[src/rtl/uart_pkg.sv]
`default_nettype none
// +----------------------------------------------------------------------+
// | Module   : uart_pkg                                                  |
// | Purpose  : Shared UART types, frame constants and bit-timing helper. |
// | Revision : 1.0  initial release                                      |
// +----------------------------------------------------------------------+
package uart_pkg;

  // Serializer FSM states; PARITY is only reachable in parity builds.
  typedef enum logic [2:0] {
    IDLE   = 3'd0,
    START  = 3'd1,
    DATA   = 3'd2,
    PARITY = 3'd3,
    STOP   = 3'd4
  } uart_state_e;

  localparam int UART_DATA_BITS = 8;
  localparam int UART_STOP_BITS = 1;

  // Clock cycles per line bit, truncating division (shared with the receiver).
  function automatic int uart_cycles_per_bit(input int clk_hz, input int bit_rate);
    return clk_hz / bit_rate;
  endfunction

endpackage
`default_nettype wire

[src/rtl/uart_tx_byte.sv]
`default_nettype none
// +----------------------------------------------------------------------+
// | Module   : uart_tx_byte                                              |
// | Purpose  : Serializes one byte as start / 8 data (LSB first) /       |
// |            [even parity] / stop. A new byte can be loaded on the     |
// |            last stop cycle so consecutive frames have no gap.        |
// |            Parity frame bit present when UART_TX_PARITY_EN defined.  |
// | Revision : 1.0  initial release                                      |
// +----------------------------------------------------------------------+
module uart_tx_byte
  import uart_pkg::*;
#(
  parameter int CYCLES_PER_BIT = 5208
) (
  input  logic       clk,
  input  logic       rst,
  input  logic       start,
  input  logic [7:0] data,
  output logic       ready,
  output logic       txd,
  output logic       done
);

  localparam int              CNT_W    = (CYCLES_PER_BIT > 1) ? $clog2(CYCLES_PER_BIT) : 1;
  localparam logic [CNT_W-1:0] CNT_LAST = CNT_W'(CYCLES_PER_BIT - 1);
  localparam logic [2:0]       BIT_LAST = 3'(UART_DATA_BITS - 1);

  uart_state_e      state_q, state_d;
  logic [CNT_W-1:0] cnt_q,   cnt_d;
  logic [7:0]       shift_q, shift_d;
  logic [2:0]       bit_q,   bit_d;
  logic             txd_q,   txd_d;
  logic             done_q,  done_d;
`ifdef UART_TX_PARITY_EN
  logic             parity_q, parity_d;
`endif

  logic bit_end;
  logic load;

  assign bit_end = (cnt_q == CNT_LAST);
  // Ready in IDLE, and on the final stop cycle so the next byte follows at once.
  assign ready   = (state_q == IDLE) || ((state_q == STOP) && bit_end);
  assign load    = start && ready;
  assign txd     = txd_q;
  assign done    = done_q;

  // Next-state, bit timer and next line level (txd is registered).
  always_comb begin
    state_d  = state_q;
    cnt_d    = cnt_q;
    shift_d  = shift_q;
    bit_d    = bit_q;
    txd_d    = txd_q;
    done_d   = 1'b0;
`ifdef UART_TX_PARITY_EN
    parity_d = parity_q;
`endif

    if (state_q != IDLE) begin
      cnt_d = bit_end ? '0 : cnt_q + CNT_W'(1);
    end

    case (state_q)
      IDLE: begin
        txd_d = 1'b1;
      end
      START: begin
        if (bit_end) begin
          state_d = DATA;
          txd_d   = shift_q[0];
        end
      end
      DATA: begin
        if (bit_end) begin
          if (bit_q == BIT_LAST) begin
`ifdef UART_TX_PARITY_EN
            state_d = PARITY;
            txd_d   = parity_q;
`else
            state_d = STOP;
            txd_d   = 1'b1;
`endif
          end else begin
            shift_d = shift_q >> 1;
            txd_d   = shift_q[1];
            bit_d   = bit_q + 3'd1;
          end
        end
      end
      PARITY: begin
`ifdef UART_TX_PARITY_EN
        if (bit_end) begin
          state_d = STOP;
          txd_d   = 1'b1;
        end
`else
        // Unreachable without parity; recover to idle.
        state_d = IDLE;
        cnt_d   = '0;
        txd_d   = 1'b1;
`endif
      end
      STOP: begin
        if (bit_end) begin
          done_d  = 1'b1;
          state_d = IDLE;
          txd_d   = 1'b1;
        end
      end
      default: begin
        state_d = IDLE;
        cnt_d   = '0;
        txd_d   = 1'b1;
      end
    endcase

    // Loading a byte overrides the idle/stop outcome above.
    if (load) begin
      state_d  = START;
      cnt_d    = '0;
      shift_d  = data;
      bit_d    = '0;
      txd_d    = 1'b0;
`ifdef UART_TX_PARITY_EN
      parity_d = ^data;
`endif
    end
  end

  // State registers; reset forces the line idle-high immediately.
  always_ff @(posedge clk or posedge rst) begin
    if (rst) begin
      state_q  <= IDLE;
      cnt_q    <= '0;
      shift_q  <= '0;
      bit_q    <= '0;
      txd_q    <= 1'b1;
      done_q   <= 1'b0;
`ifdef UART_TX_PARITY_EN
      parity_q <= 1'b0;
`endif
    end else begin
      state_q  <= state_d;
      cnt_q    <= cnt_d;
      shift_q  <= shift_d;
      bit_q    <= bit_d;
      txd_q    <= txd_d;
      done_q   <= done_d;
`ifdef UART_TX_PARITY_EN
      parity_q <= parity_d;
`endif
    end
  end

endmodule
`default_nettype wire

[src/rtl/uart_word_tx.sv]
`default_nettype none
// +----------------------------------------------------------------------+
// | Module   : uart_word_tx                                              |
// | Purpose  : Accepts 32-bit words over valid/ready and sends them as   |
// |            WORD_BYTES back-to-back UART frames, LSB byte first.      |
// |            Define UART_TX_PARITY_EN for 11-bit even-parity frames.   |
// | Revision : 1.0  initial release                                      |
// +----------------------------------------------------------------------+
module uart_word_tx
  import uart_pkg::*;
#(
  parameter int CLK_HZ     = 50000000,
  parameter int BIT_RATE   = 9600,
  parameter int WORD_BYTES = 4
) (
  input  logic        clk,
  input  logic        rst,
  input  logic        tx_en,
  input  logic        word_valid,
  input  logic [31:0] word_data,
  output logic        word_ready,
  output logic        uart_txd,
  output logic        uart_tx_busy,
  output logic        byte_done
);

  localparam int               CYCLES_PER_BIT = uart_cycles_per_bit(CLK_HZ, BIT_RATE);
  localparam int               IDX_W          = $clog2(WORD_BYTES + 1);
  localparam logic [IDX_W-1:0] IDX_END        = IDX_W'(WORD_BYTES);
  localparam int               LANES          = 32 / UART_DATA_BITS;

  logic [31:0]      word_q,  word_d;
  logic [IDX_W-1:0] idx_q,   idx_d;   // next byte to hand to the serializer
  logic             busy_q,  busy_d;
  logic             ready_q, ready_d;

  logic       accept;
  logic       byte_start;
  logic       byte_ready;
  logic [7:0] byte_data;

  assign accept       = word_valid && ready_q;
  assign byte_start   = busy_q && (idx_q != IDX_END);
  assign word_ready   = ready_q;
  assign uart_tx_busy = busy_q;

  // Select byte idx_q of the latched word; zero once every byte is launched.
  always_comb begin
    byte_data = '0;
    for (int k = 0; k < LANES; k++) begin
      if (idx_q == IDX_W'(k)) begin
        byte_data = word_q[8*k +: 8];
      end
    end
  end

  // Word latch, byte sequencing, busy and the registered ready.
  always_comb begin
    word_d = word_q;
    idx_d  = idx_q;
    busy_d = busy_q;
    if (accept) begin
      word_d = word_data;
      idx_d  = '0;
      busy_d = 1'b1;
    end else if (busy_q && byte_ready) begin
      if (idx_q != IDX_END) begin
        idx_d = idx_q + IDX_W'(1);
      end else begin
        // Last stop bit completes on this edge.
        idx_d  = '0;
        busy_d = 1'b0;
      end
    end
    // tx_en gates acceptance only; an in-flight word always completes.
    ready_d = tx_en && !busy_d;
  end

  // Handshake and word registers.
  always_ff @(posedge clk or posedge rst) begin
    if (rst) begin
      word_q  <= '0;
      idx_q   <= '0;
      busy_q  <= 1'b0;
      ready_q <= 1'b0;
    end else begin
      word_q  <= word_d;
      idx_q   <= idx_d;
      busy_q  <= busy_d;
      ready_q <= ready_d;
    end
  end

  uart_tx_byte #(
    .CYCLES_PER_BIT(CYCLES_PER_BIT)
  ) u_tx_byte (
    .clk   (clk),
    .rst   (rst),
    .start (byte_start),
    .data  (byte_data),
    .ready (byte_ready),
    .txd   (uart_txd),
    .done  (byte_done)
  );

endmodule
`default_nettype wire

[config.mk]
export PLATFORM = sky130hd
export DESIGN_NAME = uart_word_tx
export DESIGN_NICKNAME = d
export VERILOG_FILES = /design/src/rtl/uart_pkg.sv /design/src/rtl/uart_tx_byte.sv /design/src/rtl/uart_word_tx.sv
export SDC_FILE = /design/constraint.sdc
export NUM_CORES = 1
export LEC_CHECK = 0
export CAP_MARGIN = 0
export CELL_PAD_IN_SITES_DETAIL_PLACEMENT = 0
export CELL_PAD_IN_SITES_GLOBAL_PLACEMENT = 1
export CORE_UTILIZATION = 46
export CTS_BUF_LIST = sky130_fd_sc_hd__clkbuf_8
export CTS_CLUSTER_DIAMETER = 100
export DETAILED_ROUTE_END_ITERATION = 16
export PLACE_DENSITY_LB_ADDON = 0.1
export SYNTH_ARGS = -nofsm -noshare
export SYNTH_HDL_FRONTEND = slang
export SYNTH_HIERARCHICAL = 1
export SYNTH_SLANG_ARGS = --single-unit
[constraint.sdc]
create_clock -name clk -period 2.4 [get_ports clk]
set_input_delay 0.48 -clock clk [delete_from_list [all_inputs] [get_ports clk]]
set_output_delay 0.48 -clock clk [all_outputs]
set_load 0.02 [all_outputs]
==> flow_summary.yaml, run 1 <==
detailed_routing:
  drt_pass1_iterations: 5
  drt-initial-drc-count: 142
  drt_wl_total_microns: 7253
  routedWlPerCell_microns: 16.12
  vias: 2470
  ant_nets: 0
  post_drt_via_cell_ratio: 5.489
  drcViolationCount: 0
cells_and_area:
  final_cell_mix: "65 x dfrtp_1, 39 x clkdlybuf4s50_1, 27 x mux2_4, 24 x nand2_1, 18 x o21ai_0"
  fin_nets: 391
  final_common_cell: "dfrtp_1"
  final_layout_size_suffix_gt1_frac: 0.2137
  antennaDiodeCount: 0
  area_growth_pct: 20.95
  final_util: 0.5756
clock_tree:
  clk_latency_ns: 0.34
  clk_path_buf_depth: 2
  cts_tree: "done"
  clkSlewWorstSetupHoldPaths_ns: 0.07
  cts_hold_buf: 0
  htree_levels: 3
  root_buffer: "clkbuf_8"
  cts_buffers: 9
  cts.sinks: 66
pwr:
  intPower_uw: 1656
  p_comb_frac: 0.040
  power.sequential.fraction: 0.531
  switching_power_uw: 439.5
  p_leak_uw: 0.001858
  switching_share: 0.2097
  ir_drop_uv: 309.4
  pwr-share-clk: 0.430
  powerDensity_nw_per_um2: 504.7
logic_synthesis:
  ys_ff_latch: 66
  ys.flop_type: "dfrtp_1"
  yosys_warnings: 6
  seq_area_frac_synth: 0.4814
  syn_inst: 298
  synth_area_per_cell_sq_um: 11.52
  synth-edff-count: 0
  synth_top_area_cell: "dfrtp_1"
  netlist_area_sq_um: 3433
  synth_top_area_frac: 0.4738
  async_flop_share: 1.000
  synth_cell_type_count: 51
  syn_nets: 342
  synth_area_leaders: "dfrtp_1 47%, mux2_4 12%, ha_1 2.9%, o21ai_0 2.6%, nand2_1 2.6%"
worst_hold_path:
  min_from: "u_tx_byte/bit_q[0]"
  worstHoldPathCells: 1
  hp-class: "reg -> reg"
timing:
  hold_viol_final: 0
  whs_ns: 0.4920
  tns_ns: 0
  max_clock_freq_ghz: 0.4402
  finalMaxSlewViolations: 0
  finClkSkew_ns: 0.006959
  rsz0062_at_grt: "false"
  setup_viol: 0
  slew_headroom: 0.6583
  layout_min_cycle_time_ns: 2.272
  fin_crit_sh: 0.9466
  tightestPinTransition_ns: 0.5092
setup_path:
  crit_required_ns: 2.63
  crit_type: "reg -> reg"
  r2r_cells: 7
  start_kind: "flip-flop"
  endpoint_kind: "flip-flop"
  crit_arrival_ns: 2.50
  r2r-start: "idx_q[0]"
  crit_start: "idx_q[0]"
  crit_fanout: 6
floorplanning:
  die-area_sq_um: 7813
  die_y_microns: 88.39
  fp.coreArea_sq_um: 7214
  rows: 31
  die_w_microns: 88.39
  initial_core_util: 0.4759
  io_pins: 40
place:
  place.gp.congestion: 0.8662
  dp_hpwl_microns: 5238
  port_buffers: 39
global_routing:
  gr-usage-all-layers: 0.2098
  antenna_found_initial: 0
  grt_max_degree: 38
  grt_pass1_vias: 2399
  grt_pass1_wl_microns: 12200
  overflow: 0
run:
  maxCapViolCount: 0
outcome:
  outcome: "complete, no violations"
==> sequential cells by signal (all words and copies together) (netlist names) <==
| register | flops |
|---|---|
| u_tx_byte/txd | 1 |
| u_tx_byte/shift_q | 8 |
| u_tx_byte/done | 1 |
| word_ready | 1 |
| idx_q | 3 |
| word_q | 32 |
| u_tx_byte/cnt_q | 13 |
| u_tx_byte/state_q | 3 |
| uart_tx_busy | 1 |
| u_tx_byte/bit_q | 3 |
==> power groups by stage <==
stage	Clock, uW	Combinational [uW]	Sequential (uW)
finish	901	82.9	1110
global route	984	92.5	1110
CTS	930	86.0	1110
detailed placement	0	86.0	1130
global placement	0	84.6	1130
floorplan	0	17.5	1130
==> stage by stage <==
step	power [uW]	cell area, sq um	worst slack (ns)	std cells
CTS	2127	4124	0.01642	450
global placement	1218	3939	0.1450	435
finish	2096	4153	0.1282	450
global route	2188	4153	0.02822	450
detailed placement	1219	3939	0.05661	435
floorplan	1151	3433	0.2723	298
==> logic make-up (layout without fill, tap and decap cells) <==
group,count (synthesis),in the layout,share of synthesized area
multiplexers,35,35,0.1432
AND/OR/NAND/NOR,93,93,0.1582
buffers and inverters,25,78,0.04665
AO/OA/AOI/OAI,65,65,0.1257
adder cells (fa/ha/maj),9,9,0.03207
flip-flops,66,66,0.4814
XOR/XNOR,5,5,0.01276
==> metal layers <==
layer  global-route usage  vias up  wire length (microns)
met5                    0        -                      0
met4              0.08211        0                     83
met3              0.04851        8                    228
met2               0.3336       54                   3516
met1               0.2780     1205                   3425
li1                     -     1203                      -
==> Yosys cell counts, types with 3 or more instances <==
cell      number
dfrtp_1       65
mux2_4        27
nand2_1       24
o21ai_0       18
a21oi_1       13
nand3_1       13
inv_1         11
a221oi_1       8
buf_2          8
ha_1           8
nor2_1         8
a31oi_1        7
nand4_1        7
or3_1          7
o221a_2        6
mux2_2         5
and3_1         4
nor3_1         4
o21ai_1        4
or3b_1         4
a31o_1         3
and4_1         3
mux2i_1        3
nor2b_1        3
or4_1          3
xor2_1         3
==> area by class of cell <==
type | count | area (sq um)
fillers | 647 | 3062
flip-flops and latches | 66 | 1653
multi-input cells | 207 | 1649
repair buffers | 52 | 500.5
clock buffers | 10 | 137.6
well taps | 99 | 123.9
clock inverters | 5 | 47.55
inverters | 11 | 41.29
==> repair_timing <==
item                                   in CTS  in global routing
resized for setup                           0                  7
setup endpoints to repair                   0                 15
buffers inserted                            0                  0
endpoints found under the hold margin       0                  0
==> worst max-delay path: stages (launching register included) <==
cell and delay (ns):
dfrtp_1 0.41, inv_1 0.10, ha_1 0.30, and2b_1 0.27, a221oi_1 0.38, o21ai_0 0.19, or3_1 0.38, o221a_2 0.12
==> final timing paths <==
path                                         to  slack (ns)
hold reg to reg              u_tx_byte/bit_q[0]        0.49
min in group asynchronous    u_tx_byte/bit_q[2]        0.54
setup / recovery           u_tx_byte/shift_q[1]        0.13
max in group asynchronous              idx_q[2]        1.48
setup reg to reg           u_tx_byte/shift_q[1]        0.13
hold / removal               u_tx_byte/bit_q[0]        0.49
Power figures use the tool's default switching activity.
==> inputs of run 2 (changes only) <==
--- a/config.mk
+++ b/config.mk
@@ -12,7 +12,7 @@
 export CTS_BUF_LIST = sky130_fd_sc_hd__clkbuf_8
 export CTS_CLUSTER_DIAMETER = 100
 export DETAILED_ROUTE_END_ITERATION = 16
-export PLACE_DENSITY_LB_ADDON = 0.1
+export PLACE_DENSITY = 0.9
 export SYNTH_ARGS = -nofsm -noshare
 export SYNTH_HDL_FRONTEND = slang
 export SYNTH_HIERARCHICAL = 1
==> run 2 against run 1 <==
Worst hold slack got worse by 0.0064 ns. Sequential share of layout area decreased by 0.16 points. Wire length decreased by 1.9%. Critical path depth unchanged. Sequential power about the same. Fmax up 2.0%. Clock skew increased by 0.0068 ns. Final cell count rose by 0.22%. Clock power is 8.4% higher.
==> flow_summary.yaml, run 2 (synthesis results as in run 1) <==
place:
  placed_cell_area_sq_um: 3939
  placedCellCount: 435
  dp_hpwl_microns: 5102
  port_buffers: 39
  place.gp.congestion: 0.8309
pwr:
  finalPower_uw: 2172
  powerDensity_nw_per_um2: 521.1
  switching_power_uw: 468.5
  power.sequential.fraction: 0.512
  switching_share: 0.2156
  ir_drop_uv: 422.8
  p_leak_uw: 0.001844
  intPower_uw: 1704
  pwr-share-clk: 0.450
  p_comb_frac: 0.038
floorplanning:
  die_w_microns: 88.39
  io_pins: 40
  die-area_sq_um: 7813
  rows: 31
  die_y_microns: 88.39
  fp.coreArea_sq_um: 7214
  initial_core_util: 0.4759
timing:
  finalMaxSlewViolations: 0
  fin_crit_sh: 0.9280
  rsz0062_at_grt: "false"
  layout_min_cycle_time_ns: 2.227
  tightestPinTransition_ns: 0.6294
  setup_viol: 0
  max_clock_freq_ghz: 0.4490
  hold_viol_final: 0
  tns_ns: 0
  slew_headroom: 0.5776
  finClkSkew_ns: 0.01374
detailed_routing:
  routedWlPerCell_microns: 15.77
  drt-initial-drc-count: 195
  drcViolationCount: 0
  ant_nets: 0
  drt_wl_total_microns: 7112
  vias: 2489
  post_drt_via_cell_ratio: 5.519
  drt_pass1_iterations: 5
clock_tree:
  clkSlewWorstSetupHoldPaths_ns: 0.07
  cts_buffers: 9
  clk_path_buf_depth: 2
  cts_setup_buffers: 0
  clk_latency_ns: 0.35
  htree_levels: 3
  cts_tree: "done"
  cts.sinks: 66
  root_buffer: "clkbuf_8"
global_routing:
  grt_pass1_wl_microns: 11760
  gr-usage-all-layers: 0.2021
  grt_pass1_vias: 2429
  overflow: 0
  grt_max_degree: 38
  antenna_found_initial: 0
worst_hold_path:
  min_to: "u_tx_byte/bit_q[0]"
  hp-class: "reg -> reg"
  worstHoldPathCells: 1
  min_from: "u_tx_byte/bit_q[0]"
cells_and_area:
  area_growth_pct: 21.43
  final_cell_mix: "65 x dfrtp_1, 39 x clkdlybuf4s50_1, 27 x mux2_4, 24 x nand2_1, 18 x o21ai_0"
  final_common_cell: "dfrtp_1"
  fin_area_sq_um: 4169
  final_cells: 451
  antennaDiodeCount: 0
  final_layout_size_suffix_gt1_frac: 0.2131
  largest_register_ff_count: 32
  fin_nets: 391
  reg_top3: "word_q x32, u_tx_byte/cnt_q x13, u_tx_byte/shift_q x8"
  top_register: "word_q"
setup_path:
  r2r-start: "idx_q[0]"
  crit_required_ns: 2.63
  worstPathCellList: "inv_1, ha_1, and2b_1, a221oi_1, o21ai_0, or3_1, o221a_2"
  cpMaxStageDelayCell: "dfrtp_1"
  r2r_cells: 7
  crit_type: "reg -> reg"
  r2r_slack_ns: 0.17
  cpPeakStageDelay_ns: 0.41
  path_buf_inv: 1
  cp_top_family: "compound AO/OA/AOI/OAI gates"
  crit_arrival_ns: 2.46
  r2r_end: "u_tx_byte/shift_q[1]"
  endpoint_kind: "flip-flop"
  crit_fanout: 6
  start_kind: "flip-flop"
outcome:
  outcome: "complete, no violations"
run:
  maxCapViolCount: 0
## run 2: cell count changes in the layout (fill, tap and decap cells not counted), sizes merged
cell,delta
clkinv,-2
inv,-1
clkinvlp,+3
clkbuf,+1
## run 2: worst max path at each step
stage | from | endpoint | slack [ns] | cells after the start
final | idx_q[0] | u_tx_byte/shift_q[1] | 0.17 | 7
after global routing | idx_q[0] | u_tx_byte/cnt_q[8] | 0.02 | 8
after CTS | idx_q[0] | u_tx_byte/cnt_q[11] | 0.06 | 8
after detailed placement | idx_q[0] | u_tx_byte/cnt_q[11] | 0.07 | 8
after global placement | idx_q[0] | u_tx_byte/cnt_q[11] | 0.19 | 8
after floorplan | u_tx_byte/cnt_q[0] | idx_q[2] | 0.27 | 8
## run 2: timing repair
action / in CTS / in global routing
hold buffers: 0 / 0
setup endpoints to repair: 0 / 14
resized for setup: 0 / 4
## run 2: stage by stage
stage	setup WS [ns]	hold slack, ns	utilization
2_1_floorplan	0.2723	0.4572	-
3_3_place_gp	0.1932	0.4713	0.5460
3_5_place_dp	0.06656	0.4820	0.5460
4_1_cts	0.06422	0.4915	0.5754
5_1_grt	0.02230	0.5043	0.5779
6_report	0.1727	0.4856	0.5779
## run 2: cell type report
type	instances	area, sq um
clock inverters	5	61.31
fillers	640	3045
inverters	11	41.29
multi-input cells	207	1638
flip-flops and latches	66	1653
well taps	99	123.9
repair buffers	52	500.5
clock buffers	11	151.4
## run 2: power groups by stage
stage / Clock (uW) / Combinational [uW] / Sequential, uW
2_1_floorplan: 0 / 17.5 / 1130
3_3_place_gp: 0 / 84.8 / 1130
3_5_place_dp: 0 / 86.1 / 1130
4_1_cts: 993 / 86.1 / 1110
5_1_grt: 1040 / 92.1 / 1110
6_report: 977 / 83.6 / 1110
## run 2: layer usage
layer,share of wire,routed length [microns],GRT usage
met2,0.48,3417,0.3112
met3,0.032,227,0.03918
met5,0,0,0
met1,0.48,3388,0.2779
met4,0.011,79,0.09091
